## src/rtl/robin_pkg.sv

```systemverilog
// Shared definitions for the robin CPU memory path: access sizes, the
// load/store sequencer state encoding and the load extension helper.
`default_nettype none

package robin_pkg;

    localparam logic [1:0] SIZE_BYTE = 2'd0;
    localparam logic [1:0] SIZE_HALF = 2'd1;
    localparam logic [1:0] SIZE_WORD = 2'd2;

    typedef enum logic [2:0] {
        ST_IDLE     = 3'd0,
        ST_RD       = 3'd1,
        ST_WR_SETUP = 3'd2,
        ST_WR_PULSE = 3'd3,
        ST_RESP     = 3'd4
    } state_e;

    // Keeps the low nbytes bytes of value and fills the rest with zeros or
    // with the top bit of the kept field.
    function automatic logic [63:0] extend(input logic [63:0] value,
                                           input int unsigned nbytes,
                                           input logic        is_signed);
        logic [63:0] mask;
        logic [63:0] shifted;
        logic        sbit;
        if (nbytes == 0) begin
            return 64'd0;
        end
        if (nbytes >= 8) begin
            mask = '1;
        end else begin
            mask = (64'd1 << (8 * nbytes)) - 64'd1;
        end
        shifted = value >> (8 * nbytes - 1);
        sbit    = is_signed & shifted[0];
        return (value & mask) | (sbit ? ~mask : 64'd0);
    endfunction

endpackage

`default_nettype wire

```

## src/rtl/mem_access_unit.sv

```systemverilog
// Load/store sequencer: turns one CPU memory request into a big-endian
// series of byte accesses on an 8-bit memory port with fixed read latency.
`default_nettype none

module mem_access_unit
    import robin_pkg::*;
#(
    parameter int ADDR_WIDTH = 9,
    parameter int WORD_BYTES = 4,
    parameter int RD_LAT     = 2
) (
    input  logic                            clk,
    input  logic                            reset,
    input  logic                            req_valid,
    output logic                            req_ready,
    input  logic                            req_write,
    input  logic [$clog2(WORD_BYTES):0]     req_size,
    input  logic                            req_signed,
    input  logic [ADDR_WIDTH-1:0]           req_addr,
    input  logic [8*WORD_BYTES-1:0]         req_wdata,
    output logic                            resp_valid,
    output logic [8*WORD_BYTES-1:0]         resp_rdata,
    output logic                            busy,
    output logic [ADDR_WIDTH-1:0]           mem_raddr,
    input  logic [7:0]                      mem_data_out,
    output logic [ADDR_WIDTH-1:0]           mem_waddr,
    output logic [7:0]                      mem_data_in,
    output logic                            mem_write,
    input  logic                            mem_ready
);

    localparam int LOG2WB = $clog2(WORD_BYTES);
    localparam int SW     = LOG2WB + 1;
    localparam int DW     = 8 * WORD_BYTES;
    localparam int CW     = (RD_LAT > 1) ? $clog2(RD_LAT) : 1;

    state_e                  state_q, state_d;
    logic [CW-1:0]           cnt_q, cnt_d;
    logic [SW-1:0]           k_q, k_d;
    logic [SW-1:0]           last_q, last_d;
    logic                    signed_q, signed_d;
    logic [DW-1:0]           wdata_q, wdata_d;
    logic [DW-1:0]           asm_q, asm_d;
    logic [DW-1:0]           resp_rdata_q, resp_rdata_d;
    logic                    resp_valid_q, resp_valid_d;
    logic [ADDR_WIDTH-1:0]   mem_raddr_q, mem_raddr_d;
    logic [ADDR_WIDTH-1:0]   mem_waddr_q, mem_waddr_d;
    logic [7:0]              mem_data_in_q, mem_data_in_d;
    logic                    mem_write_q, mem_write_d;

    logic [SW-1:0]           w_size_eff;
    int unsigned             w_jshift;
    logic [DW-1:0]           w_wsh;
    logic [DW-1:0]           w_asm_next;
    logic [63:0]             w_ext;

    // Store data is left-justified so the first byte to send is always on top.
    always_comb begin
        w_size_eff = (req_size > SW'(LOG2WB)) ? SW'(LOG2WB) : req_size;
        w_jshift   = 8 * (32'(WORD_BYTES) - (32'd1 << w_size_eff));
        w_wsh      = req_wdata << w_jshift;
        w_asm_next = (asm_q << 8) | DW'(mem_data_out);
        w_ext      = extend(64'(w_asm_next), 32'(last_q) + 32'd1, signed_q);
    end

    always_comb begin
        state_d       = state_q;
        cnt_d         = cnt_q;
        k_d           = k_q;
        last_d        = last_q;
        signed_d      = signed_q;
        wdata_d       = wdata_q;
        asm_d         = asm_q;
        resp_rdata_d  = resp_rdata_q;
        resp_valid_d  = 1'b0;
        mem_raddr_d   = mem_raddr_q;
        mem_waddr_d   = mem_waddr_q;
        mem_data_in_d = mem_data_in_q;
        mem_write_d   = 1'b0;

        case (state_q)
            ST_IDLE: begin
                if (req_valid) begin
                    last_d   = SW'((32'd1 << w_size_eff) - 32'd1);
                    signed_d = req_signed;
                    k_d      = '0;
                    cnt_d    = '0;
                    asm_d    = '0;
                    if (req_write) begin
                        mem_waddr_d   = req_addr;
                        mem_data_in_d = w_wsh[DW-1 -: 8];
                        wdata_d       = w_wsh << 8;
                        state_d       = ST_WR_SETUP;
                    end else begin
                        mem_raddr_d = req_addr;
                        state_d     = ST_RD;
                    end
                end
            end
            ST_RD: begin
                if (cnt_q == CW'(RD_LAT - 1)) begin
                    // A stalled capture keeps the counter at its final value.
                    if (mem_ready) begin
                        asm_d       = w_asm_next;
                        mem_raddr_d = mem_raddr_q + ADDR_WIDTH'(1);
                        cnt_d       = '0;
                        if (k_q == last_q) begin
                            resp_rdata_d = w_ext[DW-1:0];
                            resp_valid_d = 1'b1;
                            state_d      = ST_RESP;
                        end else begin
                            k_d = k_q + SW'(1);
                        end
                    end
                end else begin
                    cnt_d = cnt_q + CW'(1);
                end
            end
            ST_WR_SETUP: begin
                if (mem_ready) begin
                    mem_write_d = 1'b1;
                    state_d     = ST_WR_PULSE;
                end
            end
            ST_WR_PULSE: begin
                if (k_q == last_q) begin
                    resp_valid_d = 1'b1;
                    state_d      = ST_RESP;
                end else begin
                    mem_waddr_d   = mem_waddr_q + ADDR_WIDTH'(1);
                    mem_data_in_d = wdata_q[DW-1 -: 8];
                    wdata_d       = wdata_q << 8;
                    k_d           = k_q + SW'(1);
                    state_d       = ST_WR_SETUP;
                end
            end
            ST_RESP: begin
                state_d = ST_IDLE;
            end
            default: begin
                state_d = ST_IDLE;
            end
        endcase
    end

    always_ff @(posedge clk) begin
        if (reset) begin
            state_q       <= ST_IDLE;
            cnt_q         <= '0;
            k_q           <= '0;
            last_q        <= '0;
            signed_q      <= 1'b0;
            wdata_q       <= '0;
            asm_q         <= '0;
            resp_rdata_q  <= '0;
            resp_valid_q  <= 1'b0;
            mem_raddr_q   <= '0;
            mem_waddr_q   <= '0;
            mem_data_in_q <= '0;
            mem_write_q   <= 1'b0;
        end else begin
            state_q       <= state_d;
            cnt_q         <= cnt_d;
            k_q           <= k_d;
            last_q        <= last_d;
            signed_q      <= signed_d;
            wdata_q       <= wdata_d;
            asm_q         <= asm_d;
            resp_rdata_q  <= resp_rdata_d;
            resp_valid_q  <= resp_valid_d;
            mem_raddr_q   <= mem_raddr_d;
            mem_waddr_q   <= mem_waddr_d;
            mem_data_in_q <= mem_data_in_d;
            mem_write_q   <= mem_write_d;
        end
    end

    assign req_ready   = (state_q == ST_IDLE);
    assign busy        = ~req_ready;
    assign resp_valid  = resp_valid_q;
    assign resp_rdata  = resp_rdata_q;
    assign mem_raddr   = mem_raddr_q;
    assign mem_waddr   = mem_waddr_q;
    assign mem_data_in = mem_data_in_q;
    assign mem_write   = mem_write_q;

endmodule

`default_nettype wire

```

## config.mk

```make
export PLATFORM = sky130hd
export DESIGN_NAME = mem_access_unit
export DESIGN_NICKNAME = d
export VERILOG_FILES = /design/src/rtl/robin_pkg.sv /design/src/rtl/mem_access_unit.sv
export SDC_FILE = /design/constraint.sdc
export NUM_CORES = 1
export LEC_CHECK = 0
export ABC_AREA = 1
export ABC_CLOCK_PERIOD_IN_PS = 2500
export CAP_MARGIN = 20
export CORE_UTILIZATION = 52
export DETAILED_ROUTE_END_ITERATION = 16
export GPL_TIMING_DRIVEN = 0
export PLACE_DENSITY = 0.9
export SYNTH_ARGS = -nofsm -noshare
export SYNTH_HDL_FRONTEND = slang
export SYNTH_SLANG_ARGS = --single-unit
export TNS_END_PERCENT = 30
```

## constraint.sdc

```tcl
create_clock -name clk -period 2.5 [get_ports clk]
set_input_delay 0.5 -clock clk [delete_from_list [all_inputs] [get_ports clk]]
set_output_delay 0.5 -clock clk [all_outputs]
set_load 0.01 [all_outputs]
```

**Word level (Yosys, flattened, before mapping)**

Cells that the tools add are included.

- Add/sub/neg operators: 9
- $lt $le $gt $ge: 2
- Equal/unequal tests: 12
- Shift-type cells: 4
- Mux-type cells: 50
- Bitwise operators: 7
- Reductions and logical operators: 14

Operators by type and width:

| operator | number |
|---|---|
| 32-bit 2-to-1 mux | 8 |
| 24-bit 2-to-1 mux | 3 |
| 32-bit case mux with 2 select lines | 1 |
| 9-bit 2-to-1 mux | 7 |
| 24-bit case mux with 2 select lines | 1 |
| 9-bit case mux with 2 select lines | 2 |
| 3-bit 2-to-1 mux | 11 |
| 32-bit AND | 1 |
| 32-bit zero test | 1 |
| 32-bit inverter | 1 |
| 32-bit bitwise OR | 1 |
| 32-bit by 8-bit bitwise OR with 32-bit output | 1 |
| 1-bit by 7-bit left shift with 32-bit output, first input constant | 1 |
| 32-bit by 32-bit left shift with 32-bit output | 1 |
| 32-bit by 32-bit >> shifter with 1-bit output | 1 |
| 32-bit by 1-bit subtractor with 32-bit output, second input constant | 1 |
| 1-bit by 3-bit left shift with 29-bit output, first input constant | 1 |
| 3-bit by 29-bit subtractor with 29-bit output, first input constant | 1 |
| 8-bit 2-to-1 mux | 3 |
| 9-bit by 1-bit adder with 9-bit output, second input constant | 2 |
| 8-bit case mux with 2 select lines | 1 |
| 4-bit AND reduction | 4 |
| 2-bit != test, second input constant | 7 |
| 3-bit case mux with 4 select lines | 1 |
| other kinds (23) | 36 |

- Register bits: 127
- Input bits: 58
- Output and inout port bits: 62
- Logic and storage cells: 111

**Longest topological paths before layout**

- Word-level depth: 9
- Depth in mapped cells: 15
- Mapped depth without buffers: 14

**Worst setup path before layout**

No wires, ideal clock.

- Kind: register -> register
- From: register last_q[0]
- To: register resp_rdata_q[30], in the netlist resp_rdata[30]
- Library setup time: 132 ps
- Arrival: 2176 ps
- Required time: 2368 ps
- Slack: 192 ps
- Cell stages (with the launch flop): 15
- Cells stage by stage: dfxtp_1 -> inv_1 -> ha_1 -> inv_1 -> nand3_1 -> inv_1 -> nand2_1 -> buf_2 -> ha_1 -> inv_1 -> nand2_2 -> nand3_1 -> nand2_1 -> nand3_1 -> a21oi_1

- Longest elaborated chain between the ends: 9
- Elaborated cells on any way between the ends: 18
- Classes of those cells: add/sub (3); order compare (1); eq/ne (1); shift (2); mux (5); bitwise (4); reduce/logical (2)

RTL lines:

| what | RTL line | text |
|---|---|---|
| from (decl) | mem_access_unit.sv:40 | `logic [SW-1:0] last_q, last_d;` |
| from (signal assigned) | mem_access_unit.sv:165 | `last_q <= last_d;` |
| 3-bit by 1-bit adder with 4-bit output | mem_access_unit.sv:63 | `w_ext = extend(64'(w_asm_next), 32'(last_q) + 32'd1, signed_q);` |
| 1-bit by 7-bit left shift with 32-bit output | robin_pkg.sv:33 | `mask = (64'd1 << (8 * nbytes)) - 64'd1;` |
| 32-bit by 1-bit subtractor with 32-bit output | robin_pkg.sv:33 |  |
| 32-bit 2-to-1 mux (2 in a row) | robin_pkg.sv:30 | `if (nbytes >= 8) begin` |
| 32-bit inverter | robin_pkg.sv:37 | `return (value & mask) \| (sbit ? ~mask : 64'd0);` |
| 32-bit 2-to-1 mux | robin_pkg.sv:37 |  |
| 32-bit bitwise OR | robin_pkg.sv:37 |  |
| 32-bit 2-to-1 mux | robin_pkg.sv:30 |  |
| to (signal assigned) | mem_access_unit.sv:169 | `resp_rdata_q <= resp_rdata_d;` |
| to (decl) | mem_access_unit.sv:44 | `logic [DW-1:0] resp_rdata_q, resp_rdata_d;` |

Parallel ways exist; a longest one is shown, timed or not. The select of a mux whose other input is x is not followed.
A chain may end at the register's enable or synchronous reset.

**Worst setup path after layout**

- From: register last_q[0]
- To: register resp_rdata_q[15], in the netlist resp_rdata[15]

Same word-level chain as after synthesis.

==> impl_metrics.py <==
metrics = {
    "clocking": {
        "ctsHoldBuffers": 0,
        "htreeDepth": 4,
        "cts_tree": "yes",
        "root_buffer": "clkbuf_16",
        "insertion_delay_ns": 0.42,
        "cts_buffers": 17,
        "clkTransAtPathRegs_ns": 0.06,
        "clock_path_buffers": 2,
        "clock_sinks": 119,
    },
    "final_layout": {
        "fin_cells": 1158,
        "n_antenna_cell": 0,
        "multi_input_comb_area_mm2": 0.00314,
        "fillers": 850,
        "syn2layout_area_growth_pct": 34.0,
        "mostFrequentLayoutCell": "nand2_1",
        "finalNetCount": 1072,
        "layout_common_cells": "197 x nand2_1, 117 x dfxtp_1, 117 x clkdlybuf4s50_1",
        "regArea_mm2": 0.00239,
        "layout-drive-gt1-share": 0.0972,
        "final_util": 0.730,
    },
    "global_routing": {
        "grt.total_usage": 0.325,
        "grt_pass1_wl_um": 29700,
        "grt_pass1_vias": 6005,
        "grt_max_degree": 17,
        "grt-ovfl-total": 0,
        "grt_antenna_before_repair": 0,
    },
    "logic_synthesis": {
        "synthCells": 867,
        "synth_seq_area_share": 0.396,
        "synth_top_flop_cell": "dfxtp_1",
        "syn_area_per_cell_um2": 6.93,
        "ys_async_sr_fraction": 0,
        "ys_top_cells_by_area": "dfxtp_1 40%, nand2_1 12%, nand3_1 8.4%",
        "yosys_register_bits": 119,
        "synth_edf_count": 0,
        "netlist_area_mm2": 0.00601,
        "yosysTopAreaCell": "dfxtp_1",
        "ys_warn_count": 0,
        "netlist-cell-type-count": 42,
        "synth.top_cell.area_share": 0.396,
    },
    "detailed_routing": {
        "wl_per_cell_um": 16.4,
        "wl_met3_um": 2200,
        "firstDrtPassIters": 7,
        "routedLengthMet1_um": 7880,
        "dr_wl_met2_um": 8340,
        "drc": 0,
        "vias": 6750,
        "routed.top_layer": "met4",
        "postRouteAntennaNets": 0,
        "wl_um": 19000,
        "first_iter_violations": 833,
        "viasPerCell": 5.83,
    },
    "setup_path": {
        "path_max_fanout": 10,
        "arrival_ns": 2.64,
        "required_ns": 2.79,
        "slowest_stage": "dfxtp_4",
        "endpoint_kind": "flip-flop",
        "crit_chain": "inv_2 > ha_4 > inv_1 > nand3_1 > inv_1 > nand2_1 > buf_4 > ha_1 > inv_1 > nand3_1 > nand3_1 > a21oi_1",
        "worstSetupPathType": "reg2reg",
        "r2r-start": "last_q[0]",
        "startpoint": "last_q[0]",
        "startpoint_type": "flip-flop",
        "slowest_delay_ns": 0.40,
    },
    "hold_path": {
        "hold_class": "reg2reg",
        "hp-start": "resp_rdata[26]",
    },
    "floorplan": {
        "start_util": 0.545,
        "fp.dieW_um": 110,
        "rows": 38,
        "chipHeight_um": 110,
        "die_area_mm2": 0.0120,
        "core_mm2": 0.0110,
        "ioPinCount": 120,
    },
    "timing": {
        "setup-tns-final_ns": 0,
        "fmax_mhz": 425,
        "worst_pin_slew_ns": 0.716,
        "fin_crit_sh": 0.942,
        "whs_ns": 0.465,
        "setup_viol": 0,
        "drv_slew": 0,
        "relSlewSlack": 0.523,
        "period_minus_slack_ns": 2.35,
        "skew_ns": 0.0108,
        "rsz0062_at_grt": "false",
        "hold_viol": 0,
    },
    "placement": {
        "dp.cells": 1125,
        "gp_congestion": 0.926,
        "hpwl_um": 12900,
        "portBuffers": 117,
    },
    "run": {
        "drv_cap": 0,
    },
    "power": {
        "peakVddDrop_mv": 0.563,
        "leakage_nw": 3.20,
        "cellPowerDensity_mw_per_mm2": 1100,
    },
    "run_status": {
        "status": "finished, final reports clean",
    },
}
## sequential cells by signal, summed over array words and instances (netlist names), 3 cells and up
| register | count |
|---|---|
| k_q | 3 |
| state_q | 3 |
| wdata_q | 24 |
| mem_waddr | 9 |
| mem_raddr | 9 |
| resp_rdata | 32 |
| asm_q | 24 |
| mem_data_in | 8 |
| last_q | 3 |
## layout make-up
type | count | share of cell area
clock buffers | 18 | 0.0533
repair buffers | 118 | 0.146
multi-input cells | 637 | 0.390
flip-flops and latches | 119 | 0.297
plain buffers | 52 | 0.0360
clock inverters | 14 | 0.0276
inverters | 60 | 0.0281
well taps | 140 | 0.0217
## synth_stat cells (2+ instances only)
cell / instances
a211oi_1: 19
a211oi_2: 3
a21oi_1: 87
a31oi_1: 10
buf_2: 19
buf_4: 4
buf_6: 7
clkbuf_1: 20
dfxtp_1: 119
ha_1: 9
inv_1: 51
inv_2: 8
nand2_1: 198
nand2_2: 5
nand3_1: 101
nand3b_1: 2
nand4_1: 8
nor2_1: 94
nor2_2: 3
nor2_4: 2
o21a_1: 2
o21ai_0: 48
o21ai_1: 12
o21bai_1: 2
o22ai_1: 8
or2_0: 6
or2_2: 2
xnor2_2: 2
xor2_1: 3
## worst paths after layout
| check | end | slack, ns | cells after the start |
|---|---|---|---|
| hold / removal | resp_rdata[26] | 0.47 | 2 |
| setup / recovery | resp_rdata[15] | 0.15 | 12 |
| setup reg to reg | resp_rdata[15] | 0.15 | 12 |
| hold reg to reg | resp_rdata[26] | 0.47 | 2 |
## what timing repair did
action,CTS,global route
buffers inserted,0,1
pin swaps,0,1
endpoints found under the hold margin,0,0
cloned,0,0
setup endpoints to repair,15,15
resized for setup,7,4
## critical path: cells and delay by family, from the launching register on
kind,cells,cell delay (ns)
DFF,1,0.40
adders and majority gates,2,0.48
and+or+nand+nor,4,0.68
buffers and inverters,5,0.58
AOI/OAI and AO/OA,1,0.07
## metal layers
metal | vias up | global-route usage
li1 | 3162 | -
met4 | 0 | 0.125
met5 | - | 0
met3 | 82 | 0.0723
met2 | 461 | 0.499
met1 | 3045 | 0.443
## per-stage QoR
step,worst slack [ns],power (mW),instance area [µm²]
floorplan,0.192,4.75,6010
global placement,-0.193,5.73,7360
detailed placement,-0.221,5.82,7360
CTS,0.0577,8.67,8040
global route,0.0268,9.25,8060
finish,0.146,8.82,8060
## logic make-up after synthesis
| group | Yosys count | synth area share |
|---|---|---|
| AO/OA/AOI/OAI | 193 | 0.179 |
| adder cells (fa/ha/maj) | 9 | 0.0187 |
| flip-flops | 119 | 0.396 |
| XOR/XNOR | 7 | 0.0158 |
| other | 1 | 0.000624 |
| AND/OR/NAND/NOR | 426 | 0.303 |
| buffers and inverters | 112 | 0.0856 |
## power breakdown
group	internal (mW)	switching (mW)
Sequential	2.31	0.332
Combinational	1.32	2.13
Clock	1.78	0.941
No activity file was read; power rests on OpenSTA's default activity.
